**config.mk**
```make
export PLATFORM = sky130hd
export DESIGN_NAME = rom_read_sequencer
export DESIGN_NICKNAME = d
export VERILOG_FILES = /design/src/rtl/rom_read_sequencer.sv
export SDC_FILE = /design/constraint.sdc
export NUM_CORES = 1
export LEC_CHECK = 0
export BUFFER_PORTS_ARGS = -buffer_cell sky130_fd_sc_hd__buf_2
export CAP_MARGIN = 20
export CORE_UTILIZATION = 58
export DETAILED_ROUTE_END_ITERATION = 12
export HOLD_SLACK_MARGIN = 0.08
export PLACE_DENSITY = 0.94
export SLEW_MARGIN = 25
export SYNTH_ARGS = -nofsm -noshare
export SYNTH_HDL_FRONTEND = slang
export SYNTH_SLANG_ARGS = --single-unit
export TNS_END_PERCENT = 1
```
**constraint.sdc**
```tcl
create_clock -name clk -period 3.2 [get_ports clk]
set_input_delay 0.16 -clock clk [delete_from_list [all_inputs] [get_ports clk]]
set_output_delay 0.16 -clock clk [all_outputs]
set_load 0.01 [all_outputs]
```
**src/rtl/rom_read_sequencer.sv**
```systemverilog
// rom_read_sequencer: walks a 556PT5/556PT4 PROM from address 0 up to a
// programmable last address. It holds each address for a fixed access time,
// captures the chip data and hands every word downstream over a valid/ready
// handshake.
module rom_read_sequencer #(
    parameter int          DATA_WIDTH    = 8,
    parameter int          ADDRESS_WIDTH = 9,
    parameter int          ACCESS_CYCLES = 4,
    parameter logic [3:0]  READ_OP       = 4'b1100,
    parameter logic [3:0]  IDLE_OP       = 4'b0000
) (
    input  logic                     clk,
    input  logic                     reset_n,
    input  logic                     start,
    input  logic                     abort,
    input  logic [ADDRESS_WIDTH-1:0] last_address,
    output logic [3:0]               operation,
    output logic [ADDRESS_WIDTH-1:0] address_line,
    input  logic [DATA_WIDTH-1:0]    data_line_in,
    output logic [DATA_WIDTH-1:0]    out_data,
    output logic [ADDRESS_WIDTH-1:0] out_addr,
    output logic                     out_valid,
    input  logic                     out_ready,
    output logic                     busy,
    output logic                     done
);

    // The wait counter is 8 bits wide because ACCESS_CYCLES is limited to 1..255.
    localparam logic [7:0]               LP_WAIT_INIT = 8'(ACCESS_CYCLES - 1);
    localparam logic [ADDRESS_WIDTH-1:0] LP_ADDR_ONE  = ADDRESS_WIDTH'(1);

    typedef enum logic [1:0] {
        S_IDLE   = 2'd0,
        S_SETUP  = 2'd1,
        S_OUTPUT = 2'd2,
        S_DONE   = 2'd3
    } state_t;

    state_t                   r_state;
    logic [7:0]               r_wait;
    logic [ADDRESS_WIDTH-1:0] r_last;
    logic [ADDRESS_WIDTH-1:0] r_addr;
    logic [3:0]               r_op;
    logic [DATA_WIDTH-1:0]    r_out_data;
    logic [ADDRESS_WIDTH-1:0] r_out_addr;
    logic                     r_out_valid;
    logic                     r_busy;
    logic                     r_done;

    // Sequencer FSM: every output is a register updated here.
    always_ff @(posedge clk or negedge reset_n) begin
        if (!reset_n) begin
            r_state     <= S_IDLE;
            r_wait      <= '0;
            r_last      <= '0;
            r_addr      <= '0;
            r_op        <= IDLE_OP;
            r_out_data  <= '0;
            r_out_addr  <= '0;
            r_out_valid <= 1'b0;
            r_busy      <= 1'b0;
            r_done      <= 1'b0;
        end else if (r_state != S_IDLE && abort) begin
            // Abort outranks the handshake and the end-of-range check; any
            // pending word is dropped and done is never pulsed.
            r_state     <= S_IDLE;
            r_addr      <= '0;
            r_op        <= IDLE_OP;
            r_out_valid <= 1'b0;
            r_busy      <= 1'b0;
            r_done      <= 1'b0;
        end else begin
            case (r_state)
                S_IDLE: begin
                    // Start is ignored while abort is also asserted.
                    if (start && !abort) begin
                        r_last  <= last_address;
                        r_addr  <= '0;
                        r_op    <= READ_OP;
                        r_busy  <= 1'b1;
                        r_wait  <= LP_WAIT_INIT;
                        r_state <= S_SETUP;
                    end
                end
                S_SETUP: begin
                    if (r_wait != 8'd0) begin
                        r_wait <= r_wait - 8'd1;
                    end else begin
                        r_out_data  <= data_line_in;
                        r_out_addr  <= r_addr;
                        r_out_valid <= 1'b1;
                        r_state     <= S_OUTPUT;
                    end
                end
                S_OUTPUT: begin
                    if (out_ready) begin
                        r_out_valid <= 1'b0;
                        // Compare before incrementing so the top address never wraps.
                        if (r_addr == r_last) begin
                            r_done  <= 1'b1;
                            r_op    <= IDLE_OP;
                            r_state <= S_DONE;
                        end else begin
                            r_addr  <= r_addr + LP_ADDR_ONE;
                            r_wait  <= LP_WAIT_INIT;
                            r_state <= S_SETUP;
                        end
                    end
                end
                S_DONE: begin
                    // address_line keeps the last address after completion.
                    r_done  <= 1'b0;
                    r_busy  <= 1'b0;
                    r_state <= S_IDLE;
                end
                default: begin
                    r_state <= S_IDLE;
                end
            endcase
        end
    end

    assign operation    = r_op;
    assign address_line = r_addr;
    assign out_data     = r_out_data;
    assign out_addr     = r_out_addr;
    assign out_valid    = r_out_valid;
    assign busy         = r_busy;
    assign done         = r_done;

endmodule

```
==> flow_results.org <==
** Run status
- The flow ran to the end, and the final reports show no timing, DRC or antenna violations.

** Placement
- Gp weighted congestion :: around 0.9
- The HPWL after detailed placement is between 3 and 4 mm.
- Once placement finished, the instance area stood at 0.00274 sq mm.
- Port buffering added between 50 and 60 buffers.
- The number of placed instances, taps included, is 311.

** Drt
- Dividing the detail-routed wire length by the instance count gives 16.0 um.
- In the routed design, unresolved DRC markers number 0.
- Before antenna repair, the detailed router went through 4 iterations.
- Summing over every cut layer, the via total after detailed routing is ~1900.
- The count of nets left with antenna violations once routing finished came out at 0.
- Per-cell via count in the routed design :: slightly below 6
- Count of routing violations after the opening detailed-route iteration :: between 200 and 250
- For this block, the routed nets add up to ~5.3 mm of wire.

** Clocking
- Clock buffer count from CTS :: 5
- Number of sinks driven by the clock tree :: approximately 50
- Once the clock tree was built, the resizer swapped 0 gates to a different size.
- TritonCTS clock tree :: built
- The clock reaches the later pin of the worst-skew pair after roughly 0.31 ns.
- The H-tree was split into 2 levels.
- CTS placed an instance of sky130_fd_sc_hd__clkbuf_8 at the clock tree root.
- The clock passes through at most 2 buffers.
- Buffer count from post-CTS setup fixing :: 0
- In this run, post-CTS hold repair placed 10 buffers.
- Register clock-pin slew on the reported worst setup and hold paths :: approximately 0.080 ns

** STA
- Worst slew slack as a fraction of its limit :: roughly 38%
- Setup violations remaining at the end of the flow were counted as 0.
- Derived from the worst setup path, the maximum achievable clock frequency is 0.485 GHz.
- Setup total negative slack on the finished layout was measured at 0 ns.
- Setup repair after global routing left no endpoint under its margin.
- The final-report hold violation count came to 0.
- Count of final max-slew check failures :: 0
- Pin slew with the least headroom to its limit :: slightly above 0.9 ns
- The worst path in the final design needs a cycle of 2.06 ns, including I/O delays and setup.
- Final cycle utilization of the critical path :: 64.5%
- Clock tree skew after final layout :: 0.00409 ns

** Worst hold path
- In this run the most critical hold path is launched from data_line_in[2].
- Class of the most critical hold timing path :: input port to flop
- Count of cells along the worst hold path :: 2
- The path with the worst hold slack has its endpoint at out_data[2]$_DFFE_PN0P_.

** Worst setup path
- Tracing the worst setup path back leads to its startpoint at r_state[1]$_DFFE_PN0P_.
- Worst setup SP type :: flop
- Start-to-end type of the worst setup path :: flop to flop
- Setup slack on the worst reg-to-reg path comes out at 1.14 ns.
- Worst reg2reg startpoint :: r_state[1]$_DFFE_PN0P_
- Capturing point of the worst reg2reg path :: r_wait[3]$_DFFE_PN0P_
- CP Capture Type :: flop
- Along the worst path, the maximum fanout reaches 9.
- FF-to-FF path depth :: 4
- Required time worst endpoint :: roughly 3.4 ns
- For the worst setup path, the data arrival time is around 2.3 ns.

** Floorplanning
- I/O pins :: 55
- The core region is around 0.0041 sq mm.
- The floorplan has 23 rows.
- Initial core utilization :: about 60%
- Die boundary height :: 67.6 um
- The die is 67.6 um wide.
- DIE AREA :: between 0.004 and 0.005 sq mm

** Global route
- Initial antenna violation count :: 0
- The total overflow left after global routing is 0.
- Across every metal layer, demand over resource in global routing totals about 24%.
- Largest net degree at the start of global routing :: 50
- The first global-routing pass estimated around 8.1 mm of wire.
- The via count of the first global-routing pass came to about 1700.

** Synth
- The cell area that synthesis handed to floorplanning was approximately 0.0025 sq mm.
- Synthesis inferred 49 register bits.
- Summing the sequential cell areas from Yosys gives 49.1% of the chip area.
- In the synthesized netlist the dominant register cell turns out to be sky130_fd_sc_hd__dfrtp_1.
- Count of yosys warnings during synthesis :: 0
- Unique masters post-synth :: 50
- Yosys mapped a number of flops with a built-in enable equal to 0.
- Of all flip-flops after synthesis, the portion carrying an async set or reset was between 90% and 100%.
- Synthesis produced a netlist whose cell count is 219.
- Syn Area/Cell :: approximately 11 sq um

** Flow run
- Max Cap Viol :: 0

** Layout
- After routing the design area is 0.00299 sq mm.
- Most common cell after layout, fill and taps aside :: sky130_fd_sc_hd__buf_2
- The library cells used most frequently in the layout, excluding fill and tap cells, are sky130_fd_sc_hd__buf_2 (51), sky130_fd_sc_hd__dfrtp_1 (49), sky130_fd_sc_hd__nand2_1 (16).
- Layout Nets :: between 300 and 400
- The number of antenna diodes in the final layout is 0.
- Layout Utilization :: about three quarters
- Count of placed standard cells in the final layout, fillers left out :: between 300 and 400
- Fillers :: about 270
- Ratio of cells with drive above 1 in the final layout :: between 30% and 40%
- From synthesis to final layout, the design area changed by 19.6%.

** Pwr
- Leakage power :: around 1.5 nW
- The worst-case IR drop observed on VDD is between 0.0003 and 0.0004 V.
- Dividing total power by cell area gives a power density of about 620 mW/mm^2.
## layer usage
layer / track usage, % / share of wire, % / up-vias
li1: - / - / 915
met1: 31.7 / 44 / 923
met2: 38.9 / 48 / 84
met3: 5.91 / 6.5 / 9
met4: 9.57 / 1.9 / 0
met5: 0 / 0 / -
## state kept, by name, summed over array words and instances (netlist names)
signal	cells
out_data	8
operation	1
busy	1
out_valid	1
r_last	9
out_addr	9
done	1
address_line	9
r_wait	8
r_state	2
## stage by stage
stage	worst slack [ns]	power, W	hold slack [ns]
2_1_floorplan	1.37	0.00118	-0.136
3_3_place_gp	1.25	0.00130	0.381
3_5_place_dp	1.18	0.00133	0.394
4_1_cts	1.13	0.00186	0.0808
5_1_grt	0.933	0.00196	0.0823
6_report	1.14	0.00185	0.0842
## cells by family (layout without fill, tap and decap cells)
logic type      after synthesis  count (layout)  share of synthesized area [%]
buf+inv                      19              79                           4.56
other cells                   1               2                          0.150
compound gates               50              50                           13.6
simple gates                 63              63                           14.4
mux                          25              25                           13.5
xor+xnor                      9               9                           3.16
flops                        49              49                           49.1
fa+ha+maj                     3               3                           1.50
## Yosys cell counts (2+ instances only)
| library cell | instances | share of area [%] |
|---|---|---|
| sky130_fd_sc_hd__o21a_1 | 2 | 0.60 |
| sky130_fd_sc_hd__a21oi_1 | 12 | 2.4 |
| sky130_fd_sc_hd__nand4_1 | 2 | 0.50 |
| sky130_fd_sc_hd__a21o_1 | 2 | 0.60 |
| sky130_fd_sc_hd__buf_4 | 4 | 1.2 |
| sky130_fd_sc_hd__buf_6 | 3 | 1.4 |
| sky130_fd_sc_hd__inv_1 | 8 | 1.2 |
| sky130_fd_sc_hd__nand2_1 | 16 | 2.4 |
| sky130_fd_sc_hd__o2bb2ai_1 | 3 | 1.1 |
| sky130_fd_sc_hd__or4_1 | 5 | 1.5 |
| sky130_fd_sc_hd__nor3_1 | 5 | 1.0 |
| sky130_fd_sc_hd__and3_1 | 2 | 0.50 |
| sky130_fd_sc_hd__a31oi_1 | 3 | 0.75 |
| sky130_fd_sc_hd__o22ai_1 | 2 | 0.50 |
| sky130_fd_sc_hd__ha_1 | 3 | 1.5 |
| sky130_fd_sc_hd__nor2_1 | 10 | 1.5 |
| sky130_fd_sc_hd__o21ai_0 | 9 | 1.8 |
| sky130_fd_sc_hd__and2_1 | 3 | 0.75 |
| sky130_fd_sc_hd__mux2_2 | 9 | 4.1 |
| sky130_fd_sc_hd__nand3_1 | 7 | 1.4 |
| sky130_fd_sc_hd__mux2_4 | 15 | 9.0 |
| sky130_fd_sc_hd__o211ai_1 | 4 | 1.2 |
| sky130_fd_sc_hd__nand2b_1 | 4 | 1.0 |
| sky130_fd_sc_hd__buf_2 | 4 | 0.80 |
| sky130_fd_sc_hd__dfrtp_1 | 49 | 49 |
| sky130_fd_sc_hd__xnor2_1 | 9 | 3.2 |
## power by group
| part | switching, W | internal (W) | leakage (nW) |
|---|---|---|---|
| Clock | 0.000207 | 0.000310 | 0.0681 |
| Sequential | 0.000109 | 0.000748 | 0.633 |
| Combinational | 0.000223 | 0.000252 | 0.749 |
## layout make-up
type	count	area, sq um	share of cell area (%)
sequential	49	1230	41.1
multi-input combinational	152	1160	38.9
timing repair buffer	63	373	12.5
clock buffer	5	68.8	2.30
clock inverter	3	65.1	2.18
tap	50	62.6	2.09
inverter	8	30.0	1.01
## how the worst max path moves through the flow
stage	end	slack, ns	cells after the start
after global placement	out_data[6]$_DFFE_PN0P_	1.25	6
final	r_wait[3]$_DFFE_PN0P_	1.14	4
after global routing	address_line[6]$_DFFE_PN0P_	0.93	5
after detailed placement	address_line[1]$_DFFE_PN0P_	1.18	5
after floorplan	out_addr[0]$_DFFE_PN0P_	1.37	7
after CTS	address_line[1]$_DFFE_PN0P_	1.13	5
## worst max-delay path, stage by stage (launching register included)
cell                       delay (ns)
sky130_fd_sc_hd__dfrtp_1         0.50
sky130_fd_sc_hd__nand2b_1        0.35
sky130_fd_sc_hd__a211oi_1        0.80
sky130_fd_sc_hd__nand2b_1        0.14
sky130_fd_sc_hd__a31oi_1         0.20
(Power assumes the default switching activity.)
